===== config.mk =====
export PLATFORM = sky130hd
export DESIGN_NAME = decode_stage_flat
export DESIGN_NICKNAME = d
export VERILOG_FILES = /design/src/rtl/decode_stage_if.sv /design/src/rtl/decode_stage.sv /design/src/flat_wrapper.sv
export SDC_FILE = /design/constraint.sdc
export NUM_CORES = 1
export LEC_CHECK = 0
export ABC_CLOCK_PERIOD_IN_PS = 1800
export CORE_ASPECT_RATIO = 1.1
export CORE_MARGIN = 4
export CORE_UTILIZATION = 47
export CTS_CLUSTER_SIZE = 28
export DETAILED_ROUTE_END_ITERATION = 8
export HOLD_SLACK_MARGIN = 0.15
export PLACE_DENSITY = 0.82
export SLEW_MARGIN = 5
export SYNTH_ARGS = -nofsm -noshare
export SYNTH_HDL_FRONTEND = slang
export SYNTH_SLANG_ARGS = --single-unit

===== constraint.sdc =====
create_clock -name dec_clk_in -period 1.8 [get_ports dec_clk_in]
set_input_delay 0.45 -clock dec_clk_in [delete_from_list [all_inputs] [get_ports dec_clk_in]]
set_output_delay 0.45 -clock dec_clk_in [all_outputs]
set_load 0.02 [all_outputs]

===== src/rtl/decode_stage_if.sv =====
// Handshake and bundle signals between the fetch side, the decode stage and the
// issue side. The decode stage connects through the slave modport.
interface decode_stage_if #(
    parameter int XLEN = 32
);
    logic            dec_flush_in;
    logic            dec_ins_valid_in;
    logic            dec_ins_ready_out;
    logic [31:0]     dec_ins_in;
    logic [XLEN-1:0] dec_pc_in;
    logic            dec_valid_out;
    logic            dec_ready_in;
    logic [XLEN-1:0] dec_pc_out;
    logic [4:0]      dec_gpr_src_a_out;
    logic [4:0]      dec_gpr_src_b_out;
    logic [4:0]      dec_gpr_dst_out;
    logic            dec_src_a_en_out;
    logic            dec_src_b_en_out;
    logic            dec_dst_en_out;
    logic [2:0]      dec_fmt_out;
    logic [XLEN-1:0] dec_imm_out;
    logic [6:0]      dec_opcode_out;
    logic [2:0]      dec_funct3_out;
    logic [6:0]      dec_funct7_out;
    logic            dec_illegal_out;

    modport slave (
        input  dec_flush_in, dec_ins_valid_in, dec_ins_in, dec_pc_in, dec_ready_in,
        output dec_ins_ready_out, dec_valid_out, dec_pc_out,
               dec_gpr_src_a_out, dec_gpr_src_b_out, dec_gpr_dst_out,
               dec_src_a_en_out, dec_src_b_en_out, dec_dst_en_out,
               dec_fmt_out, dec_imm_out, dec_opcode_out, dec_funct3_out,
               dec_funct7_out, dec_illegal_out
    );

    modport master (
        output dec_flush_in, dec_ins_valid_in, dec_ins_in, dec_pc_in, dec_ready_in,
        input  dec_ins_ready_out, dec_valid_out, dec_pc_out,
               dec_gpr_src_a_out, dec_gpr_src_b_out, dec_gpr_dst_out,
               dec_src_a_en_out, dec_src_b_en_out, dec_dst_en_out,
               dec_fmt_out, dec_imm_out, dec_opcode_out, dec_funct3_out,
               dec_funct7_out, dec_illegal_out
    );
endinterface


===== src/rtl/decode_stage.sv =====
// RISC-V instruction decode stage: combinational field/immediate decode feeding an
// output register backed by one skid entry, so upstream ready comes from a flop.
//
//   state | meaning
//   EMPTY | no bundle held, output invalid
//   ONE   | bundle in output register, skid empty
//   TWO   | output register and skid entry both full, upstream stalled
module decode_stage #(
    parameter int XLEN     = 32,
    parameter bit RV32E_EN = 1'b0
) (
    input  logic          dec_clk_in,
    input  logic          dec_rst_n_in,
    decode_stage_if.slave bus
);
    localparam logic [2:0] FMT_R   = 3'd0;
    localparam logic [2:0] FMT_I   = 3'd1;
    localparam logic [2:0] FMT_S   = 3'd2;
    localparam logic [2:0] FMT_B   = 3'd3;
    localparam logic [2:0] FMT_U   = 3'd4;
    localparam logic [2:0] FMT_J   = 3'd5;
    localparam logic [2:0] FMT_ILL = 3'd7;

    typedef enum logic [1:0] {
        EMPTY = 2'd0,
        ONE   = 2'd1,
        TWO   = 2'd2
    } state_t;

    typedef struct packed {
        logic [XLEN-1:0] pc;
        logic [4:0]      src_a;
        logic [4:0]      src_b;
        logic [4:0]      dst;
        logic            src_a_en;
        logic            src_b_en;
        logic            dst_en;
        logic [2:0]      fmt;
        logic [XLEN-1:0] imm;
        logic [6:0]      opcode;
        logic [2:0]      funct3;
        logic [6:0]      funct7;
        logic            illegal;
    } bundle_t;

    state_t      state_q, state_d;
    bundle_t     out_q, out_d;
    bundle_t     skid_q, skid_d;
    logic        valid_q, valid_d;
    logic        ready_q, ready_d;
    bundle_t     dec;
    logic [31:0] ins;
    logic [31:0] imm32;
    logic        accept;
    logic        consume;

    assign ins     = bus.dec_ins_in;
    assign accept  = bus.dec_ins_valid_in && ready_q;
    assign consume = valid_q && bus.dec_ready_in;

    always_comb begin
        dec        = '0;
        imm32      = '0;
        dec.pc     = bus.dec_pc_in;
        dec.src_a  = ins[19:15];
        dec.src_b  = ins[24:20];
        dec.dst    = ins[11:7];
        dec.opcode = ins[6:0];
        dec.funct3 = ins[14:12];
        dec.funct7 = ins[31:25];

        // Compressed or otherwise non-32-bit encodings never reach a legal format.
        if (ins[1:0] != 2'b11) begin
            dec.fmt = FMT_ILL;
        end else begin
            case (ins[6:0])
                7'b0110011:                                  dec.fmt = FMT_R;
                7'b0010011, 7'b0000011, 7'b1100111, 7'b1110011: dec.fmt = FMT_I;
                7'b0100011:                                  dec.fmt = FMT_S;
                7'b1100011:                                  dec.fmt = FMT_B;
                7'b0110111, 7'b0010111:                      dec.fmt = FMT_U;
                7'b1101111:                                  dec.fmt = FMT_J;
                default:                                     dec.fmt = FMT_ILL;
            endcase
        end

        case (dec.fmt)
            FMT_I:   imm32 = {{20{ins[31]}}, ins[31:20]};
            FMT_S:   imm32 = {{20{ins[31]}}, ins[31:25], ins[11:7]};
            FMT_B:   imm32 = {{19{ins[31]}}, ins[31], ins[7], ins[30:25], ins[11:8], 1'b0};
            FMT_U:   imm32 = {ins[31:12], 12'b0};
            FMT_J:   imm32 = {{11{ins[31]}}, ins[31], ins[19:12], ins[20], ins[30:21], 1'b0};
            default: imm32 = '0;
        endcase
        dec.imm = XLEN'($signed(imm32));

        dec.src_a_en = dec.fmt inside {FMT_R, FMT_I, FMT_S, FMT_B};
        dec.src_b_en = dec.fmt inside {FMT_R, FMT_S, FMT_B};
        dec.dst_en   = dec.fmt inside {FMT_R, FMT_I, FMT_U, FMT_J};

        dec.illegal = (dec.fmt == FMT_ILL) ||
                      (RV32E_EN && ((dec.src_a_en && dec.src_a[4]) ||
                                    (dec.src_b_en && dec.src_b[4]) ||
                                    (dec.dst_en   && dec.dst[4])));
    end

    always_ff @(posedge dec_clk_in or negedge dec_rst_n_in) begin
        if (!dec_rst_n_in) begin
            state_q <= EMPTY;
            out_q   <= '0;
            skid_q  <= '0;
            valid_q <= 1'b0;
            ready_q <= 1'b1;
        end else begin
            state_q <= state_d;
            out_q   <= out_d;
            skid_q  <= skid_d;
            valid_q <= valid_d;
            ready_q <= ready_d;
        end
    end

    always_comb begin
        state_d = state_q;
        out_d   = out_q;
        skid_d  = skid_q;
        if (bus.dec_flush_in) begin
            state_d = EMPTY;
        end else begin
            unique case (state_q)
                EMPTY: begin
                    if (accept) begin
                        out_d   = dec;
                        state_d = ONE;
                    end
                end
                ONE: begin
                    if (accept && consume) begin
                        out_d = dec;
                    end else if (accept) begin
                        skid_d  = dec;
                        state_d = TWO;
                    end else if (consume) begin
                        state_d = EMPTY;
                    end
                end
                TWO: begin
                    if (consume) begin
                        out_d   = skid_q;
                        state_d = ONE;
                    end
                end
                default: state_d = EMPTY;
            endcase
        end
        valid_d = (state_d != EMPTY);
        ready_d = (state_d != TWO);
    end

    assign bus.dec_valid_out     = valid_q;
    assign bus.dec_ins_ready_out = ready_q;
    assign bus.dec_pc_out        = out_q.pc;
    assign bus.dec_gpr_src_a_out = out_q.src_a;
    assign bus.dec_gpr_src_b_out = out_q.src_b;
    assign bus.dec_gpr_dst_out   = out_q.dst;
    assign bus.dec_src_a_en_out  = out_q.src_a_en;
    assign bus.dec_src_b_en_out  = out_q.src_b_en;
    assign bus.dec_dst_en_out    = out_q.dst_en;
    assign bus.dec_fmt_out       = out_q.fmt;
    assign bus.dec_imm_out       = out_q.imm;
    assign bus.dec_opcode_out    = out_q.opcode;
    assign bus.dec_funct3_out    = out_q.funct3;
    assign bus.dec_funct7_out    = out_q.funct7;
    assign bus.dec_illegal_out   = out_q.illegal;
endmodule


===== src/flat_wrapper.sv =====
// flat-port wrapper written by rule: the top's interface ports become plain ports
module decode_stage_flat 
#(
    parameter int XLEN     = 32,
    parameter bit RV32E_EN = 1'b0
)
  (dec_clk_in, dec_rst_n_in, bus_dec_flush_in, bus_dec_ins_valid_in, bus_dec_ins_in, bus_dec_pc_in, bus_dec_ready_in, bus_dec_ins_ready_out, bus_dec_valid_out, bus_dec_pc_out, bus_dec_gpr_src_a_out, bus_dec_gpr_src_b_out, bus_dec_gpr_dst_out, bus_dec_src_a_en_out, bus_dec_src_b_en_out, bus_dec_dst_en_out, bus_dec_fmt_out, bus_dec_imm_out, bus_dec_opcode_out, bus_dec_funct3_out, bus_dec_funct7_out, bus_dec_illegal_out);
  decode_stage_if #(.XLEN(XLEN)) bus_i ();
  input  logic dec_clk_in;
  input  logic dec_rst_n_in;
  input wire logic [$bits(bus_i.dec_flush_in)-1:0] bus_dec_flush_in;
  input wire logic [$bits(bus_i.dec_ins_valid_in)-1:0] bus_dec_ins_valid_in;
  input wire logic [$bits(bus_i.dec_ins_in)-1:0] bus_dec_ins_in;
  input wire logic [$bits(bus_i.dec_pc_in)-1:0] bus_dec_pc_in;
  input wire logic [$bits(bus_i.dec_ready_in)-1:0] bus_dec_ready_in;
  output wire logic [$bits(bus_i.dec_ins_ready_out)-1:0] bus_dec_ins_ready_out;
  output wire logic [$bits(bus_i.dec_valid_out)-1:0] bus_dec_valid_out;
  output wire logic [$bits(bus_i.dec_pc_out)-1:0] bus_dec_pc_out;
  output wire logic [$bits(bus_i.dec_gpr_src_a_out)-1:0] bus_dec_gpr_src_a_out;
  output wire logic [$bits(bus_i.dec_gpr_src_b_out)-1:0] bus_dec_gpr_src_b_out;
  output wire logic [$bits(bus_i.dec_gpr_dst_out)-1:0] bus_dec_gpr_dst_out;
  output wire logic [$bits(bus_i.dec_src_a_en_out)-1:0] bus_dec_src_a_en_out;
  output wire logic [$bits(bus_i.dec_src_b_en_out)-1:0] bus_dec_src_b_en_out;
  output wire logic [$bits(bus_i.dec_dst_en_out)-1:0] bus_dec_dst_en_out;
  output wire logic [$bits(bus_i.dec_fmt_out)-1:0] bus_dec_fmt_out;
  output wire logic [$bits(bus_i.dec_imm_out)-1:0] bus_dec_imm_out;
  output wire logic [$bits(bus_i.dec_opcode_out)-1:0] bus_dec_opcode_out;
  output wire logic [$bits(bus_i.dec_funct3_out)-1:0] bus_dec_funct3_out;
  output wire logic [$bits(bus_i.dec_funct7_out)-1:0] bus_dec_funct7_out;
  output wire logic [$bits(bus_i.dec_illegal_out)-1:0] bus_dec_illegal_out;
  assign bus_i.dec_flush_in = bus_dec_flush_in;
  assign bus_i.dec_ins_valid_in = bus_dec_ins_valid_in;
  assign bus_i.dec_ins_in = bus_dec_ins_in;
  assign bus_i.dec_pc_in = bus_dec_pc_in;
  assign bus_i.dec_ready_in = bus_dec_ready_in;
  assign bus_dec_ins_ready_out = bus_i.dec_ins_ready_out;
  assign bus_dec_valid_out = bus_i.dec_valid_out;
  assign bus_dec_pc_out = bus_i.dec_pc_out;
  assign bus_dec_gpr_src_a_out = bus_i.dec_gpr_src_a_out;
  assign bus_dec_gpr_src_b_out = bus_i.dec_gpr_src_b_out;
  assign bus_dec_gpr_dst_out = bus_i.dec_gpr_dst_out;
  assign bus_dec_src_a_en_out = bus_i.dec_src_a_en_out;
  assign bus_dec_src_b_en_out = bus_i.dec_src_b_en_out;
  assign bus_dec_dst_en_out = bus_i.dec_dst_en_out;
  assign bus_dec_fmt_out = bus_i.dec_fmt_out;
  assign bus_dec_imm_out = bus_i.dec_imm_out;
  assign bus_dec_opcode_out = bus_i.dec_opcode_out;
  assign bus_dec_funct3_out = bus_i.dec_funct3_out;
  assign bus_dec_funct7_out = bus_i.dec_funct7_out;
  assign bus_dec_illegal_out = bus_i.dec_illegal_out;
  decode_stage #(.XLEN(XLEN), .RV32E_EN(RV32E_EN)) u_core (.dec_clk_in(dec_clk_in), .dec_rst_n_in(dec_rst_n_in), .bus(bus_i));
endmodule

Yosys cells after proc, flatten, opt, wreduce, memory -nomap -nowiden
Index checks and enable logic that the tools add are counted.
Word-level totals
  word-level logic and storage cells: 82
  output and inout port bits: 105
  register bits: 210
Cells by class
  equality and inequality tests: 23
  muxes and demuxes: 14
  bitwise operators: 2
  reductions and logical operators: 14
Operator list (count)
  two-way mux 103 bit: 3
  one-hot mux 103 bit (3 select lines): 1
  one-hot mux 32 bit (5 select lines): 1
  == test 7 bit (second input constant): 4
  == test 7 x 6 -> 1 bit (second input constant): 3
  one-hot mux 3 bit (6 select lines): 1
  == test 7 x 5 -> 1 bit (second input constant): 2
  two-way mux 2 bit: 6
  == test 3 bit (second input constant): 3
  nonzero test 4 bit: 2
  == test 7 x 2 -> 1 bit (second input constant): 1
  == test 3 x 2 -> 1 bit (second input constant): 2
  != test 2 x 1 -> 1 bit (second input constant): 3
  one-hot mux 2 bit (3 select lines): 1
  nonzero test 3 bit: 2
  AND reduction 5 bit: 1
  != test 2 bit (second input constant): 2
  AND reduction 4 bit: 1
  OR reduction 4 bit: 1
  == test 3 x 1 -> 1 bit (second input constant): 1
  logical AND 1 bit: 3
  logical NOT 3 bit: 1
  two-way mux 3 bit: 1
  == test 2 x 1 -> 1 bit (second input constant): 1
  other kinds (5): 6

Depth between registers and ports, before layout
Gate-level depths: netlist of the first run.
  depth in word-level cells: 8
  depth in mapped cells: 9
  mapped depth without buffers: 5

Least setup slack after synthesis of the first run
OpenSTA, ideal clock, no wires.
  path type: input to register
  start point: input bus_dec_ins_in[2]
  end point: register u_core.out_q, in the netlist u_core.bus.dec_imm_out[1]
  library setup time: 0.128 ns
  required time: 1.672 ns
  cell stages on the path: 6
  path slack: 0.016 ns
  path buffers: 1
  data arrival time: 1.656 ns
  path through: buf_2 -> and4bb_2 -> a211oi_2 -> nor2_2 -> a221oi_1 -> o21ai_1
On the way
  cells in the longest elaborated chain, start to end: 8
  elaborated cells on any way between the ends: 23
  classes of those cells: eq/ne (15); mux (6); reduce/logical (2)
Ends and longest elaborated chain
  from (decl): RTL line flat_wrapper.sv:13  | input wire logic [$bits(bus_i.dec_ins_in)-1:0] bus_dec_ins_in;
  == test 7 x 5 -> 1 bit (tied with other cells): RTL line decode_stage.sv:76  | case (ins[6:0])
  OR reduction 4 bit or OR reduction 2 bit (tied branches): RTL line decode_stage.sv:76
  one-hot mux 3 bit (6 select lines) (*): RTL line decode_stage.sv:76
  two-way mux 3 bit (*): RTL line decode_stage.sv:73  | if (ins[1:0] != 2'b11) begin
  == test 3 bit (tied with other cells): RTL line decode_stage.sv:87  | case (dec.fmt)
  one-hot mux 32 bit (5 select lines) (*): RTL line decode_stage.sv:87
  two-way mux 103 bit (on tied branches): RTL line decode_stage.sv:138, decode_stage.sv:132
  one-hot mux 103 bit (3 select lines) (*): RTL line decode_stage.sv:130  | unique case (state_q)
  to (signal assigned): RTL line decode_stage.sv:116  | out_q <= out_d;
  to (decl): RTL line decode_stage.sv:47  | bundle_t out_q, out_d;
Every way passes the cells marked *; elsewhere a longest branch is shown, timed or not. The select of a mux whose other input is x is not followed.
A chain may end at the register's enable or synchronous reset.

Worst setup path after layout of the first run
  start point: register u_core.ready_q, in the netlist u_core.bus.dec_ins_ready_out
  end point: register u_core.out_q, in the netlist u_core.bus.dec_opcode_out[3]
On the way
  cells in the longest elaborated chain, start to end: 4
  elaborated cells on any way between the ends: 5
  classes of those cells: eq/ne (2); reduce/logical (3)
Ends and longest elaborated chain
  from (decl): RTL line decode_stage.sv:50  | logic ready_q, ready_d;
  from (signal assigned): RTL line decode_stage.sv:119  | ready_q <= ready_d;
  logical AND 1 bit (*): RTL line decode_stage.sv:58  | assign accept = bus.dec_ins_valid_in && ready_q;
  logical AND 1 bit: RTL line decode_stage.sv:138  | if (accept && consume) begin
  != test 2 x 1 -> 1 bit (no source line)
  AND reduction 5 bit (no source line) (*)
Every way passes the cells marked *; elsewhere a longest branch is shown, timed or not.

==> results of run 1 <==
## sequential cells by signal (all words and copies together), names as in the netlist, 2 cells and up
name                          cells
u_core.bus.dec_imm_out           32
u_core.bus.dec_funct7_out         7
u_core.skid_q                   103
u_core.bus.dec_gpr_src_a_out      5
u_core.bus.dec_pc_out            32
u_core.bus.dec_opcode_out         7
u_core.bus.dec_funct3_out         3
u_core.state_q                    2
u_core.bus.dec_gpr_dst_out        5
u_core.bus.dec_gpr_src_b_out      5
u_core.bus.dec_fmt_out            3
## path summary, 6_finish.rpt
path,depth (start not counted),from,slack [ns],end
min reg2reg,2,u_core.skid_q[50]$_DFFE_PN0P_,0.47,u_core.skid_q[50]$_DFFE_PN0P_
max,8,u_core.bus.dec_ins_ready_out$_DFF_PN1_,0.009,u_core.bus.dec_opcode_out[3]$_DFFE_PN0P_
max in group asynchronous,3,dec_rst_n_in,0.79,u_core.skid_q[92]$_DFFE_PN0P_
min in group dec_clk_in,2,u_core.skid_q[50]$_DFFE_PN0P_,0.47,u_core.skid_q[50]$_DFFE_PN0P_
min,2,dec_rst_n_in,0.38,u_core.bus.dec_pc_out[5]$_DFFE_PN0P_
max reg2reg,8,u_core.bus.dec_ins_ready_out$_DFF_PN1_,0.009,u_core.bus.dec_opcode_out[3]$_DFFE_PN0P_
## cells by family (layout without fill, tap and decap cells)
group	count (synthesis)	after routing
buf+inv	78	302
flops	210	210
xor+xnor	1	1
compound gates	186	186
simple gates	567	567
mux	5	5
## critical path, cell delays in order, from the launching register on
cell,delay [ns]
dfstp_2,0.55
nand3b_1,0.13
a21oi_2,0.20
o21ba_4,0.24
buf_12,0.15
buf_12,0.14
buf_12,0.13
nor2_4,0.03
a31oi_1,0.14
## cells in the mapped netlist, types with 3 or more instances
cell type	n	area share, %
nand4_1	4	0.27
nor2_1	134	5.5
o21ai_1	6	0.33
a22o_1	6	0.57
buf_4	6	0.49
clkbuf_1	41	1.7
nand2b_1	3	0.20
dfrtp_1	209	57
mux2i_1	3	0.33
nor2b_1	3	0.20
a211oi_1	11	0.90
nand2_1	379	15
nor3_1	14	0.76
a31oi_1	76	5.2
buf_1	4	0.16
a21oi_1	27	1.5
buf_2	23	1.3
nand3_1	8	0.44
a221oi_1	14	1.3
o21ai_0	31	1.7
## layout by cell type, fill, tap and decap left out, drive strengths merged, types with 4 or more instances in the layout
cell	count
nand2	380
dfrtp	209
nor2	136
dlygate4sd2	107
buf	84
a31oi	76
clkdlybuf4s50	62
clkbuf	37
o21ai	37
a21oi	29
nor3	16
a221oi	14
a211oi	12
nand3	8
a22o	6
clkinv	5
nand4	4
nor4	4
## power breakdown
group | total [uW] | internal, uW | leakage, uW | switching [uW]
sequential | 7220 | 6320 | 0.00253 | 896
combinational | 4720 | 1960 | 0.00295 | 2760
clock | 4460 | 2640 | 0.000352 | 1820
## per-stage QoR
step	total power, uW	std cells
global placement	12100	1467
floorplan	9760	1047
CTS	16300	1509
finish	16400	1518
detailed placement	12300	1467
global route	17300	1518
## final cells by class
| type | count | area [um^2] | share of cell area, % |
|---|---|---|---|
| sequential | 210 | 5260 | 41.7 |
| multi-input combinational | 759 | 3770 | 29.9 |
| timing repair buffer | 261 | 2560 | 20.3 |
| clock buffer | 32 | 649 | 5.15 |
| tap | 247 | 309 | 2.45 |
| clock inverter | 7 | 62.6 | 0.496 |
| inverter | 2 | 7.51 | 0.0595 |
## per-layer routing
| layer | vias up | GRT usage (%) |
|---|---|---|
| met5 | - | 0 |
| met4 | 0 | 7.20 |
| met3 | 52 | 2.94 |
| met2 | 299 | 39.8 |
| met1 | 4132 | 31.8 |
| li1 | 3916 | - |
## repair_timing
action / 4_1_cts / 5_1_grt
hold endpoints to repair: 182 / 0
buffers inserted: 2 / 5
resized for setup: 127 / 34
cloned: 0 / 4
hold buffers: 1 / 0
endpoints found under the setup margin: 171 / 65
pin swaps: 2 / 6
==> results.cfg, run 1 <==
[floorplan]
initial_utilization_pct = 48.0
die-area_um2 = 21900
num_rows = 53
io_pins = 174
core_um2 = 19200
die_h_um = 155
die_w_um = 141

[route]
routedWlPerCell_um = 17.5
ant_nets = 0
drt-pass1-iter-count = 5
drt-initial-drc-count = 651
top_layer = met4
routed_via_density = 5.53
wl_met2_um = 13200
wl_um = 26500
vias = 8399
met3_length_um = 1700
wl_met1_um = 11000
drc = 0

[grt]
grt.total_usage_pct = 23.5
grt_pass1_vias = 8232
antenna_found_initial = 0
grt_pass1_wl_um = 42300
grt_max_degree = 96
grt_overflow = 0

[clock_tree]
clockBufferDepth = 3
cts_sinks = 210
root_buffer = clkbuf_16
cts_max_level = 1
numCtsBuffers = 22
cts_tree = yes
clock_latency_ns = 0.50
path_clk_slew_ns = 0.06

[sta]
post-route-period-util_pct = 99.5
worst_pin_slew_ns = 0.518
setup_viol = 0
setup_tns_ns = 0
maxClockFrequency_ghz = 0.558
hold_viol = 0
period_minus_slack_ns = 1.79
slew_violations = 0
skew_ns = 0.0153
setup_slack_ns = 0.00936
relSlewSlack_pct = 65.0
rsz0062_at_grt = yes
holdWs_ns = 0.383

[layout]
antenna_cells = 0
fin_area_um2 = 12600
finalNetCount = 1325
drive_gt1_share_pct = 13.7
syn_to_final_growth_pct = 37.2
fillCellCount = 1565
final_util_pct = 65.8

[yosys]
synth.avg_cell_area_um2 = 8.78
synthCells = 1047
ys_warn_count = 0
synthAdderAreaFrac_pct = 0
synth-compound-area-share_pct = 13.2
synth-seq-area-share_pct = 57.2
synth_edf_count = 0
ys_ff_latch = 210
ys.flop_type = dfrtp_1
synth_async_sr_flop_share_pct = 100
yosys.area_share.simple_pct = 25.0
synth_top_family_by_area = simple AND/OR/NAND/NOR gates
synth_cell_types = 56
synthesis.nets = 1116
synthMuxAreaShare_pct = 0.612
synth-xor-area-share_pct = 0.0953
synth_area_um2 = 9190

[setup_path]
worst-setup-path-type = reg -> reg
worstPathRequired_ns = 2.21
startpoint_type = register
cp_max_fo = 7
worstPathArrival_ns = 2.20
worstSetupEndpointType = register

[place]
place.port_buffers = 173
dp_slack_ns = -0.679
dpl_cell_area_um2 = 11700
dpl.hpwl_um = 17300
place_congestion = 0.826

[run]
drv_cap = 0

[power_and_ir_drop]
power_density_nw_per_um2 = 1300
vdd_drop_max_mv = 0.949
power_leakage_uw = 0.00583

[run_status]
status = finished clean

[worst_hold_path]
hold_class = in -> async
No activity file was read; power rests on OpenSTA's default activity.
==> run 2: changes to the inputs <==
- CORE_MARGIN: 4 -> default
==> results.cfg, run 2 (synthesis results as in run 1) <==
[layout]
regMostFlops = u_core.skid_q
drive_gt1_share_pct = 15.2
stdcell_count = 1532
final_cell_mix = 379 x nand2_1, 208 x dfrtp_1, 117 x nor2_1
syn_to_final_growth_pct = 39.9
antenna_cells = 0
mostFrequentLayoutCell = nand2_1
largest_reg_flops = 103
finalNetCount = 1340

[setup_path]
startpoint_type = register
worstPathRequired_ns = 2.21
worstSetupEndpointType = register
worst-setup-path-type = reg -> reg
worstPathArrival_ns = 2.25
r2r_setup_slack_ns = -0.03
cp_max_fo = 8

[route]
routed_via_density = 5.56
ant_nets = 0
wl_um = 27400
drt-pass1-iter-count = 7
drt-initial-drc-count = 624
vias = 8512
routedWlPerCell_um = 17.9
drc = 0

[sta]
hold_viol = 0
setup_slack_ns = -0.0329
skew_ns = 0.00966
period_minus_slack_ns = 1.83
worst_pin_slew_ns = 0.489
post-route-period-util_pct = 102
slew_violations = 0
relSlewSlack_pct = 67.0
maxClockFrequency_ghz = 0.546
rsz0062_at_grt = yes
setup_viol = 3

[power_and_ir_drop]
power_density_nw_per_um2 = 1290
total_power_uw = 16600
power_leakage_uw = 0.00594
vdd_drop_max_mv = 0.772

[place]
dpl.hpwl_um = 17200
placed_cells = 1473
place_congestion = 0.857
dp_slack_ns = -0.680
place.port_buffers = 173

[grt]
grt_pass1_wl_um = 41200
grt_pass1_vias = 7999
grt.total_usage_pct = 26.0
grt_overflow = 0
grt_max_degree = 96
antenna_found_initial = 0

[clock_tree]
cts_sinks = 210
cts_max_level = 1
clock_latency_ns = 0.50
root_buffer = clkbuf_16
cts_tree = yes
clockBufferDepth = 3
path_clk_slew_ns = 0.06
numCtsBuffers = 22

[floorplan]
die_w_um = 135
die-area_um2 = 20100
die_h_um = 149
core_um2 = 19200
io_pins = 174
num_rows = 53
initial_utilization_pct = 48.0

[run_status]
violations = setup timing
status = complete, but fails checks

[run]
drv_cap = 0

[worst_hold_path]
hold_class = in -> reg
## run 2: cell count changes in the layout (fill, tap and decap cells not counted), sizes merged
cell | before | now
inv | 2 | 3
buf | 84 | 96
dlymetal6s2s | 0 | 1
clkinvlp | 1 | 0
dlygate4sd2 | 107 | 108
clkdlybuf4s50 | 62 | 61
clkdlybuf4s15 | 2 | 1
clkinv | 5 | 4
clkbuf | 37 | 40
## run 2: stage by stage
stage               area (um^2)  setup TNS, ns  util (%)  hold slack, ns
floorplan                  9190              0         -           0.154
global placement          11700         -63.61      61.2           0.393
detailed placement        11700         -72.27      61.2           0.394
CTS                       12400        -0.0253      64.9           0.466
global route              12900          -3.14      67.1           0.285
finish                    12900        -0.0463      67.1           0.291
## run 2: worst max-delay path, cell delays in order (launching register included)
cell      delay (ns)
dfstp_2         0.55
nand3b_1        0.14
a21oi_2         0.20
o21ba_4         0.20
buf_12          0.14
buf_6           0.12
buf_16          0.12
o21ai_0         0.09
o21ai_1         0.18
## run 2: worst paths after layout
| check | end | cells after the start | start |
|---|---|---|---|
| setup / recovery | u_core.bus.dec_imm_out[1]$_DFFE_PN0P_ | 8 | u_core.bus.dec_ins_ready_out$_DFF_PN1_ |
| setup reg to reg | u_core.bus.dec_imm_out[1]$_DFFE_PN0P_ | 8 | u_core.bus.dec_ins_ready_out$_DFF_PN1_ |
| min in group asynchronous | u_core.bus.dec_pc_out[11]$_DFFE_PN0P_ | 2 | dec_rst_n_in |
| max in group asynchronous | u_core.bus.dec_ins_ready_out$_DFF_PN1_ | 3 | dec_rst_n_in |
| hold reg to reg | u_core.skid_q[86]$_DFFE_PN0P_ | 2 | u_core.skid_q[86]$_DFFE_PN0P_ |
| hold / removal | u_core.skid_q[12]$_DFFE_PN0P_ | 3 | bus_dec_ins_in[1] |
## run 2: repair_timing
item | in CTS | in global routing
pin swaps | 3 | 4
hold buffers | 1 | 0
cloned | 1 | 9
hold endpoints to repair | 40 | 0
endpoints found under the setup margin | 159 | 78
setup buffers | 2 | 8
gates resized for setup | 126 | 47
## run 2: where the power goes
group | leakage, uW | internal, uW | total [uW] | switching [uW]
registers | 0.00253 | 6330 | 7270 | 944
clock network | 0.000358 | 2680 | 4530 | 1850
logic | 0.00306 | 2040 | 4850 | 2800
## run 2: layer usage
| layer | part of all wire (%) | wire [um] | global-route usage (%) | vias up |
|---|---|---|---|---|
| met3 | 7.2 | 1970 | 3.89 | 47 |
| li1 | - | - | - | 3944 |
| met5 | 0 | 0 | 0 | - |
| met4 | 2.2 | 590 | 7.81 | 0 |
| met1 | 41 | 11300 | 34.3 | 4139 |
| met2 | 50 | 13600 | 44.2 | 382 |
## run 2: layout make-up
class	count	area, um^2
Fill cell	1505	6300
Sequential cell	210	5260
Multi-Input combinational cell	759	3810
Timing Repair Buffer	276	2760
Clock buffer	32	659
Tap cell	247	309
Clock inverter	6	58.8
Inverter	2	7.51
